**src/rtl/bit_serial_alu_seq.sv**
```systemverilog
// Bit-serial ALU sequencer: walks two latched operands LSB-first through an external
// 1-bit slice, assembling the result and ZCV flags over WIDTH clocks.
//
// state  | meaning
// IDLE   | waiting for start; slice outputs parked at 0
// RUN    | one bit per clock through the slice, idx_q = bit being driven
// DONE   | one-cycle done pulse, result/flags final
module bit_serial_alu_seq #(
    parameter int WIDTH = 32
) (
    input  logic             clk,
    input  logic             reset,
    input  logic             start,
    input  logic [1:0]       op,
    input  logic [WIDTH-1:0] a,
    input  logic [WIDTH-1:0] b,
    output logic             busy,
    output logic             done,
    output logic [WIDTH-1:0] result,
    output logic             zero,
    output logic             carry_out,
    output logic             overflow,
    output logic             slice_a,
    output logic             slice_b,
    output logic             slice_cin,
    output logic [1:0]       slice_op,
    input  logic             slice_result,
    input  logic             slice_cout
);

    localparam int IW = (WIDTH > 2) ? $clog2(WIDTH) : 1;
    localparam logic [1:0] OP_SUB = 2'b11;
    localparam logic [IW-1:0] IDX_LAST = IW'(WIDTH - 1);
    localparam logic [IW-1:0] IDX_MSB_IN = IW'(WIDTH - 2);

    typedef enum logic [1:0] {
        S_IDLE,
        S_RUN,
        S_DONE
    } state_t;

    state_t           state_q;
    logic [WIDTH-1:0] a_q;
    logic [WIDTH-1:0] b_q;
    logic [1:0]       op_q;
    logic [IW-1:0]    idx_q;
    logic             carry_q;
    logic             c_msb_in_q;
    logic             busy_q;
    logic             done_q;
    logic [WIDTH-1:0] result_q;
    logic [WIDTH-1:0] result_d;
    logic             zero_q;
    logic             carry_out_q;
    logic             overflow_q;
    logic             run;
    logic             is_sub;
    logic             is_arith;

    assign run      = (state_q == S_RUN);
    assign is_sub   = (op_q == OP_SUB);
    assign is_arith = op_q[1];

    // Slice is driven straight from registers so its combinational reply is settled by the edge.
    assign slice_a   = run & a_q[idx_q];
    assign slice_b   = run & (b_q[idx_q] ^ is_sub);
    assign slice_cin = run & carry_q;
    assign slice_op  = !run ? 2'b00 : (is_arith ? 2'b10 : op_q);

    always_comb begin
        result_d        = result_q;
        result_d[idx_q] = slice_result;
    end

    always_ff @(posedge clk) begin
        if (reset) begin
            state_q     <= S_IDLE;
            a_q         <= '0;
            b_q         <= '0;
            op_q        <= 2'b00;
            idx_q       <= '0;
            carry_q     <= 1'b0;
            c_msb_in_q  <= 1'b0;
            busy_q      <= 1'b0;
            done_q      <= 1'b0;
            result_q    <= '0;
            zero_q      <= 1'b0;
            carry_out_q <= 1'b0;
            overflow_q  <= 1'b0;
        end else begin
            case (state_q)
                S_IDLE: begin
                    done_q <= 1'b0;
                    if (start) begin
                        a_q     <= a;
                        b_q     <= b;
                        op_q    <= op;
                        carry_q <= (op == OP_SUB);
                        idx_q   <= '0;
                        busy_q  <= 1'b1;
                        state_q <= S_RUN;
                    end
                end
                S_RUN: begin
                    result_q <= result_d;
                    carry_q  <= slice_cout;
                    if (idx_q == IDX_MSB_IN) begin
                        c_msb_in_q <= slice_cout;
                    end
                    if (idx_q == IDX_LAST) begin
                        zero_q      <= (result_d == '0);
                        carry_out_q <= is_arith & slice_cout;
                        overflow_q  <= is_arith & (c_msb_in_q ^ slice_cout);
                        done_q      <= 1'b1;
                        state_q     <= S_DONE;
                    end else begin
                        idx_q <= idx_q + 1'b1;
                    end
                end
                S_DONE: begin
                    done_q  <= 1'b0;
                    busy_q  <= 1'b0;
                    state_q <= S_IDLE;
                end
                default: begin
                    state_q <= S_IDLE;
                end
            endcase
        end
    end

    assign busy      = busy_q;
    assign done      = done_q;
    assign result    = result_q;
    assign zero      = zero_q;
    assign carry_out = carry_out_q;
    assign overflow  = overflow_q;

endmodule

```
**config.mk**
```make
export PLATFORM = sky130hd
export DESIGN_NAME = bit_serial_alu_seq
export DESIGN_NICKNAME = d
export VERILOG_FILES = /design/src/rtl/bit_serial_alu_seq.sv
export SDC_FILE = /design/constraint.sdc
export NUM_CORES = 1
export LEC_CHECK = 0
export CELL_PAD_IN_SITES_DETAIL_PLACEMENT = 0
export CELL_PAD_IN_SITES_GLOBAL_PLACEMENT = 1
export CORE_ASPECT_RATIO = 1.4
export CORE_MARGIN = 3
export CORE_UTILIZATION = 38
export DETAILED_ROUTE_END_ITERATION = 7
export PLACE_DENSITY_LB_ADDON = 0.1
export SKIP_CTS_REPAIR_TIMING = 1
export SYNTH_ARGS = -nofsm -noshare
export SYNTH_HDL_FRONTEND = slang
export SYNTH_SLANG_ARGS = --single-unit
```
**constraint.sdc**
```tcl
create_clock -name clk -period 3.55 [get_ports clk]
set_input_delay 0.8875 -clock clk [delete_from_list [all_inputs] [get_ports clk]]
set_output_delay 0.8875 -clock clk [all_outputs]
set_load 0.005 [all_outputs]
```
==> impl_metrics.json, run 1 <==
{
  "worstPathArrival_ns": 2.54,
  "switching_power_mw": 0.674,
  "synth_commonest_cells": "nand2_1 (165), dfxtp_1 (112), a21oi_1 (95)",
  "min_path_type": "flop to flop",
  "die_area_um2": 15700,
  "firstDrtPassIters": 5,
  "p_int_mw": 2.02,
  "worst_slew_pin_slew_ns": 0.744,
  "grt_start_max_net_pins": 69,
  "slew_headroom_pct": 50.4,
  "crit_path_max_incr_delay_ns": 0.51,
  "wl_per_cell_um": 15.6,
  "syn_area_um2": 5390,
  "htreeDepth": 3,
  "multi_input_comb_area_um2": 2910,
  "crit_type": "flop to primary output",
  "cp_cell_sequence": "buf_12 > buf_6 > mux4_2 > mux4_2 > mux2i_1 > nor2_1 > clkdlybuf4s50_1",
  "end_kind": "primary output",
  "antenna_cells": 0,
  "track_usage_pct": 18.9,
  "setup_viol": 0,
  "fin_hold_ws_ns": 0.452,
  "ys_ff_latch": 112,
  "clkPwrFrac_pct": 36.0,
  "grt_pass1_wl_um": 24000,
  "gp_congestion": 0.817,
  "vias": 4970,
  "syn-num-nets": 740,
  "wl_um": 14700,
  "slew_viol_final": 0,
  "clk-insertion-delay-late_ns": 0.35,
  "fin_crit_sh_pct": 96.7,
  "cp-start-kind": "flop",
  "dr.first_iter.drc_count": 250,
  "viasPerCell": 5.26,
  "ys_seq_area_share_pct": 41.6,
  "grt_pass1_vias": 4783,
  "cp_common_cell": "mux4_2",
  "synth_area_leaders": "dfxtp_1 (42%), nand2_1 (11%), a21oi_1 (8.8%)",
  "grt_use_met3_pct": 3.16,
  "final_util_pct": 51.5,
  "core-area_um2": 13600,
  "cts.clk_slew.worst_paths_ns": 0.07,
  "ant_nets": 0,
  "cts_buffers": 9,
  "switching_share_pct": 25.0,
  "p_seq_share_pct": 50.1,
  "fillers": 1358,
  "use_met2_pct": 33.9,
  "dpl_cell_area_um2": 6700,
  "portBuffers": 112,
  "slowest_stage": "mux4_2",
  "globalRouteOverflowTotal": 0,
  "skew_ns": 0.0108,
  "irDropWorstVdd_mv": 0.185,
  "grt_antenna_before_repair": 0,
  "clock_sinks": 112,
  "start_util_pct": 39.5,
  "synth_top_area_share_pct": 41.6,
  "dp_hpwl_um": 10800,
  "power_density_nw_per_um2": 384,
  "use_met1_pct": 23.1,
  "cp_max_fo": 4,
  "synth_cell_types": 50,
  "pin_count": 113,
  "hold_viol_final": 0,
  "async_flop_share_pct": 0,
  "status": "finished clean",
  "drive_above_1_share_pct": 8.27,
  "avgSynthCellArea_um2": 8.14,
  "fp.dieH_um": 147,
  "clockBufferDepth": 2,
  "drc": 0,
  "synth_warnings": 0,
  "fin_area_um2": 7020,
  "rows": 50,
  "synth_most_common_cell": "nand2_1",
  "cap_viol_max_count": 0,
  "cp.required_ns": 2.66,
  "die_w_um": 107,
  "area_growth_pct": 30.3,
  "comb_power_share_pct": 13.9,
  "rsz0062_at_grt": "false",
  "synthFlopType": "dfxtp_1",
  "yosysTopAreaCell": "dfxtp_1",
  "cts_tree": "built",
  "synthCells": 662,
  "regArea_um2": 2240,
  "top_usage_layer": "met2",
  "period_minus_slack_ns": 3.43,
  "leakage_nw": 2.50,
  "cts_root_buf": "clkbuf_16",
  "fmax_mhz": 291,
  "nets": 836,
  "synth_edf_count": 0
}
[power groups by stage]
stage	clock network, mW	logic (mW)	registers [mW]
final	0.970	0.375	1.35
after CTS	0.997	0.375	1.35
after global placement	0	0.367	1.38
after floorplan	0	0.210	1.37
after global routing	1.04	0.414	1.36
after detailed placement	0	0.374	1.38
[metrics by stage]
step	setup WS, ns	setup TNS [ns]	cells	total power, mW
after floorplan	0.799	0	662	1.58
after global placement	0.307	0	925	1.75
after detailed placement	0.299	0	925	1.75
after CTS	-0.0813	-0.150	940	2.72
after global routing	0.0412	0	944	2.81
final	0.118	0	944	2.69
[kinds of logic (layout without fill, tap and decap cells)]
| kind of cell | Yosys count | in the layout | share of synthesized area (%) |
|---|---|---|---|
| compound gates | 151 | 151 | 16.0 |
| xor+xnor | 4 | 4 | 0.650 |
| fa+ha+maj | 7 | 7 | 1.63 |
| buf+inv | 58 | 158 | 4.50 |
| flops | 112 | 112 | 41.6 |
| mux | 41 | 41 | 12.1 |
| simple gates | 289 | 289 | 23.5 |
[area by class of cell]
class / instances / share of cell area, %
clock inverter: 4 / 0.428
timing repair buffer: 137 / 19.0
tap: 182 / 3.24
sequential: 112 / 32.0
multi-input combinational: 492 / 41.4
clock buffer: 11 / 3.60
inverter: 6 / 0.321
[state kept, by name, summed over array words and instances (netlist names), 2 cells and up]
name and flops:
state_q 2, b_q 32, result 32, a_q 32, op_q 2, idx_q 5
[final timing paths]
kind	to	cells past startpoint	start	slack, ns
worst min-delay path	b_q[9]$_SDFFE_PP0P_	2	b_q[9]$_SDFFE_PP0P_	0.45
worst min register to register	b_q[9]$_SDFFE_PP0P_	2	b_q[9]$_SDFFE_PP0P_	0.45
worst max register to register	zero$_SDFFE_PP0P_	8	idx_q[3]$_SDFFE_PP0P_	0.88
worst max-delay path	slice_a	7	idx_q[0]$_SDFFE_PP0P_	0.12
[worst max-delay path: cells and delay by family (launching register included)]
family,cells,cell delay [ns]
muxes,3,1.12
buffers and inverters,3,0.66
DFF,1,0.35
and+or+nand+nor,1,0.08
[layer usage]
layer / vias up / part of all wire (%)
met4: 0 / 1.7
met3: 17 / 4.5
met1: 2323 / 42
met2: 139 / 52
met5: - / 0
li1: 2491 / -
[cells in the final DEF (no fill, tap or decap), types with 3 or more instances in the layout]
| cell type | instances |
|---|---|
| nor2_1 | 56 |
| a31oi_1 | 5 |
| nor2b_1 | 5 |
| clkdlybuf4s50_1 | 110 |
| nand3_1 | 11 |
| nand2b_1 | 9 |
| o21ai_0 | 21 |
| nand4_1 | 12 |
| nand3b_1 | 4 |
| dfxtp_1 | 110 |
| buf_4 | 23 |
| mux4_2 | 14 |
| a21oi_1 | 95 |
| a211oi_1 | 8 |
| nand2_1 | 165 |
| mux2i_1 | 22 |
| o31ai_1 | 3 |
| nor3_1 | 9 |
| ha_1 | 7 |
| clkbuf_16 | 9 |
| nor4bb_1 | 5 |
| mux4_1 | 4 |
| inv_1 | 6 |
Power figures use the tool's default switching activity.
==> inputs of run 2 (changes only) <==
--- a/config.mk
+++ b/config.mk
@@ -11,7 +11,8 @@
 export CORE_MARGIN = 3
 export CORE_UTILIZATION = 38
 export DETAILED_ROUTE_END_ITERATION = 7
-export PLACE_DENSITY_LB_ADDON = 0.1
+export GPL_TIMING_DRIVEN = 0
+export PLACE_DENSITY = 0.85
 export SKIP_CTS_REPAIR_TIMING = 1
 export SYNTH_ARGS = -nofsm -noshare
 export SYNTH_HDL_FRONTEND = slang
==> impl_metrics.json, run 2 (synthesized netlist as in run 1, its figures left out) <==
{
  "status": "finished clean",
  "grt_antenna_before_repair": 0,
  "skew_ns": 0.00616,
  "die_w_um": 107,
  "cts_tree": "built",
  "rows": 50,
  "clockBufferDepth": 2,
  "vias": 5195,
  "globalRouteOverflowTotal": 0,
  "rsz0062_at_grt": "true",
  "dp_hpwl_um": 12800,
  "slew_viol_final": 0,
  "place_ws_ns": -0.0686,
  "period_minus_slack_ns": 3.54,
  "dr.first_iter.drc_count": 288,
  "drive_above_1_share_pct": 6.58,
  "core-area_um2": 13600,
  "worst_slew_pin_slew_ns": 1.20,
  "fillers": 1346,
  "gp_congestion": 0.906,
  "worstPathArrival_ns": 2.65,
  "cp.required_ns": 2.66,
  "cp_max_fo": 10,
  "layout_setup_ws_ns": 0.0125,
  "track_usage_pct": 21.0,
  "reg2reg_slack_ns": 0.49,
  "cts.clk_slew.worst_paths_ns": 0.07,
  "final_cell_mix": "nand2_1 (165), clkdlybuf4s50_1 (111), dfxtp_1 (110), a21oi_1 (95), nor2_1 (56)",
  "slew_headroom_pct": 19.9,
  "fp.dieH_um": 147,
  "grt_pass1_vias": 5156,
  "finalPower_mw": 2.84,
  "clk-insertion-delay-late_ns": 0.35,
  "multi_input_comb_area_um2": 2910,
  "power_density_nw_per_um2": 400,
  "grt_pass1_wl_um": 26200,
  "leakage_nw": 2.50,
  "portBuffers": 112,
  "fmax_mhz": 283,
  "cp-start-kind": "flop",
  "cts_buffers": 9,
  "wl_per_cell_um": 17.1,
  "setup_viol": 0,
  "drc": 0,
  "regArea_um2": 2250,
  "min_path_type": "flop to flop",
  "clock_sinks": 112,
  "irDropWorstVdd_mv": 0.200,
  "ant_nets": 0,
  "antenna_cells": 0,
  "cts_root_buf": "clkbuf_16",
  "final_common_cell": "nand2_1",
  "crit_type": "flop to primary output",
  "area_growth_pct": 31.8,
  "viasPerCell": 5.34,
  "hold_viol_final": 0,
  "cap_viol_max_count": 0,
  "grt_start_max_net_pins": 19,
  "wl_um": 16600,
  "end_kind": "primary output",
  "firstDrtPassIters": 4,
  "die_area_um2": 15700,
  "pin_count": 113,
  "fin_crit_sh_pct": 99.6,
  "start_util_pct": 39.5,
  "htreeDepth": 3,
  "nets": 863
}
-- run 2: cell types whose count changed in the layout (fill, tap and decap cells not counted), moves of 2 or more --
cell / before / now
clkbuf_4: 0 / 3
clkbuf_1: 0 / 33
buf_1: 0 / 5
buf_2: 0 / 8
bufinv_16: 0 / 2
buf_4: 23 / 1
clkbuf_8: 2 / 0
-- run 2: metrics by stage --
step	utilization [%]	hold WS, ns	cell area, µm²	setup TNS [ns]	cells
floorplan	-	0.432	5390	0	662
detailed placement	49.4	0.443	6740	-0.0686	956
CTS	51.8	0.454	7060	-0.660	972
global route	52.1	0.476	7100	-0.0613	972
global placement	49.4	0.439	6740	-0.0595	956
finish	52.1	0.454	7100	0	972
-- run 2: metal layers --
layer  up-vias  wire, µm  track usage, %
met1      2432      6750            24.7
met3        33       788            2.33
met4         0       499            8.89
met2       184      8570            38.2
li1       2546         -               -
met5         -         0               0
-- run 2: worst paths after layout --
| path | cells past startpoint | from | end |
|---|---|---|---|
| setup / recovery | 6 | idx_q[0]$_SDFFE_PP0P_ | slice_a |
| hold reg to reg | 2 | a_q[12]$_SDFFE_PP0P_ | a_q[12]$_SDFFE_PP0P_ |
| hold / removal | 2 | a_q[12]$_SDFFE_PP0P_ | a_q[12]$_SDFFE_PP0P_ |
| setup reg to reg | 11 | idx_q[1]$_SDFFE_PP0P_ | zero$_SDFFE_PP0P_ |
-- run 2: report_power, final --
part / internal [mW] / leakage, nW / switching [mW]
clock: 0.625 / 0.155 / 0.478
combinational: 0.189 / 1.43 / 0.203
sequential: 1.31 / 0.916 / 0.0343
-- run 2: final cells by class --
type,instances,share of cell area [%]
repair buffers,112,15.8
clock inverters,6,1.30
multi-input cells,492,41.0
plain buffers,52,3.54
inverters,6,0.317
well taps,182,3.21
flip-flops and latches,112,31.6
clock buffers,10,3.22
-- run 2: worst max-delay path, stage by stage, from the launching register on --
cell	delay [ns]
dfxtp_4	0.39
buf_12	0.15
mux4_1	0.59
mux4_2	0.46
mux2i_1	0.14
nor2_1	0.07
clkdlybuf4s50_1	0.49
==> inputs of run 3 (changes only) <==
--- a/config.mk
+++ b/config.mk
@@ -9,10 +9,10 @@
 export CELL_PAD_IN_SITES_GLOBAL_PLACEMENT = 1
 export CORE_ASPECT_RATIO = 1.4
 export CORE_MARGIN = 3
-export CORE_UTILIZATION = 38
+export CORE_UTILIZATION = 41
 export DETAILED_ROUTE_END_ITERATION = 7
 export GPL_TIMING_DRIVEN = 0
-export PLACE_DENSITY = 0.85
+export PLACE_DENSITY = 0.9
 export SKIP_CTS_REPAIR_TIMING = 1
 export SYNTH_ARGS = -nofsm -noshare
 export SYNTH_HDL_FRONTEND = slang
==> constraint.sdc (replaced) <==
create_clock -name clk -period 4.1 [get_ports clk]
set_input_delay 1.025 -clock clk [delete_from_list [all_inputs] [get_ports clk]]
set_output_delay 1.025 -clock clk [all_outputs]
set_load 0.005 [all_outputs]
==> impl_metrics.json, run 3 (synthesized netlist as in run 1, its figures left out) <==
{
  "fin_area_um2": 7000,
  "clkPwrFrac_pct": 37.9,
  "crit_path_max_incr_delay_ns": 0.54,
  "globalRouteOverflowTotal": 0,
  "final_cell_mix": "nand2_1 (165), dfxtp_1 (112), clkdlybuf4s50_1 (112), a21oi_1 (95), nor2_1 (56)",
  "hold_viol_final": 0,
  "worst_slew_pin_slew_ns": 1.26,
  "setup_viol": 0,
  "dpl_cell_area_um2": 6700,
  "viasPerCell": 5.53,
  "gp_congestion": 0.918,
  "r2r-start": "idx_q[1]$_SDFFE_PP0P_",
  "skew_ns": 0.00540,
  "nets": 863,
  "slew_headroom_pct": 16.1,
  "crit_type": "flop to primary output",
  "dp_cells": 924,
  "fin_hold_ws_ns": 0.451,
  "grt_antenna_before_repair": 0,
  "cts_root_buf": "clkbuf_16",
  "ant_nets": 0,
  "core-area_um2": 12600,
  "start_util_pct": 42.7,
  "die_area_um2": 14600,
  "grt_start_max_net_pins": 20,
  "clockBufferDepth": 2,
  "crit_buf_inv": 2,
  "dp_hpwl_um": 12900,
  "wl_um": 16700,
  "comb_power_share_pct": 13.8,
  "end_kind": "primary output",
  "cts_buffers": 9,
  "portBuffers": 112,
  "firstDrtPassIters": 5,
  "switching_power_mw": 0.636,
  "fmax_mhz": 255,
  "area_growth_pct": 30.0,
  "rows": 48,
  "p_seq_share_pct": 48.3,
  "grt_pass1_wl_um": 25800,
  "fin_cells": 940,
  "cts.clk_slew.worst_paths_ns": 0.08,
  "power_density_nw_per_um2": 345,
  "antenna_cells": 0,
  "wl_per_cell_um": 17.7,
  "vias": 5196,
  "min_path_type": "flop to flop",
  "reg2reg_slack_ns": 0.64,
  "fillers": 1216,
  "p_int_mw": 1.78,
  "critical-path-top-delay-family": "buffers and inverters",
  "drc": 0,
  "cap_viol_max_count": 0,
  "rsz0062_at_grt": "false",
  "cp.required_ns": 3.07,
  "pin_count": 113,
  "status": "finished clean",
  "fin_crit_sh_pct": 95.6,
  "cp-start-kind": "flop",
  "clock_sinks": 112,
  "irDropWorstVdd_mv": 0.189,
  "slowest_stage": "mux4_2",
  "slew_viol_final": 0,
  "dr.first_iter.drc_count": 288,
  "fp.dieH_um": 142,
  "leakage_nw": 2.47,
  "switching_share_pct": 26.3,
  "cp_max_fo": 10,
  "htreeDepth": 3,
  "die_w_um": 103,
  "clk-insertion-delay-late_ns": 0.35,
  "final_common_cell": "nand2_1",
  "cp_cell_sequence": "buf_6 > mux4_2 > a221oi_2 > a31oi_1 > a211oi_2 > xnor2_1 > nor2_1 > clkdlybuf4s50_1",
  "track_usage_pct": 23.0,
  "grt_pass1_vias": 5061,
  "period_minus_slack_ns": 3.92,
  "drive_above_1_share_pct": 6.20,
  "startpoint": "idx_q[0]$_SDFFE_PP0P_",
  "worstHoldStart": "b_q[29]$_SDFFE_PP0P_",
  "cts_tree": "built",
  "worstPathArrival_ns": 2.89
}
run 3: path summary, 6_finish.rpt:
check,to,depth (start not counted)
min reg2reg,b_q[29]$_SDFFE_PP0P_,2
max reg2reg,zero$_SDFFE_PP0P_,11
min,b_q[29]$_SDFFE_PP0P_,2
max,slice_b,8
run 3: worst reg2reg max path: cells and delay by family (launching register included):
| family | cells | cell delay [ns] |
|---|---|---|
| AO/OA/AOI/OAI | 2 | 0.45 |
| adder cells (fa/ha/maj) | 1 | 0.15 |
| AND/OR/NAND/NOR | 3 | 1.15 |
| multiplexers | 1 | 0.30 |
| flip-flops | 1 | 0.34 |
| buffers and inverters | 4 | 1.00 |
run 3: layout make-up:
type | count | area [µm²] | share of cell area, %
Clock buffer | 9 | 225 | 3.22
Buffer | 52 | 221 | 3.16
Timing Repair Buffer | 112 | 1120 | 16.0
Inverter | 6 | 22.5 | 0.322
Clock inverter | 7 | 78.8 | 1.13
Sequential cell | 112 | 2240 | 32.0
Tap cell | 150 | 188 | 2.68
Multi-Input combinational cell | 492 | 2900 | 41.5
run 3: metal layers:
layer	wire, µm	vias to the layer above	global-route usage (%)	share of wire (%)
li1	-	2552	-	-
met2	8750	187	40.9	52
met1	6560	2425	27.6	39
met5	0	-	0	0
met3	910	32	2.85	5.5
met4	452	0	9.28	2.7
run 3: metrics by stage:
stage	utilization (%)	setup TNS (ns)	power (mW)	worst slack, ns
global route	55.5	0	2.50	0.0358
finish	55.5	0	2.41	0.181
global placement	53.1	0	1.52	0.358
floorplan	-	0	1.36	1.21
detailed placement	53.1	0	1.52	0.357
CTS	55.5	-0.0232	2.43	-0.0232
run 3: power groups by stage:
stage / Combinational (mW) / Sequential (mW) / Clock, mW
floorplan: 0.182 / 1.18 / 0
global placement: 0.328 / 1.19 / 0
detailed placement: 0.333 / 1.19 / 0
CTS: 0.335 / 1.17 / 0.925
global route: 0.363 / 1.17 / 0.967
finish: 0.334 / 1.17 / 0.915
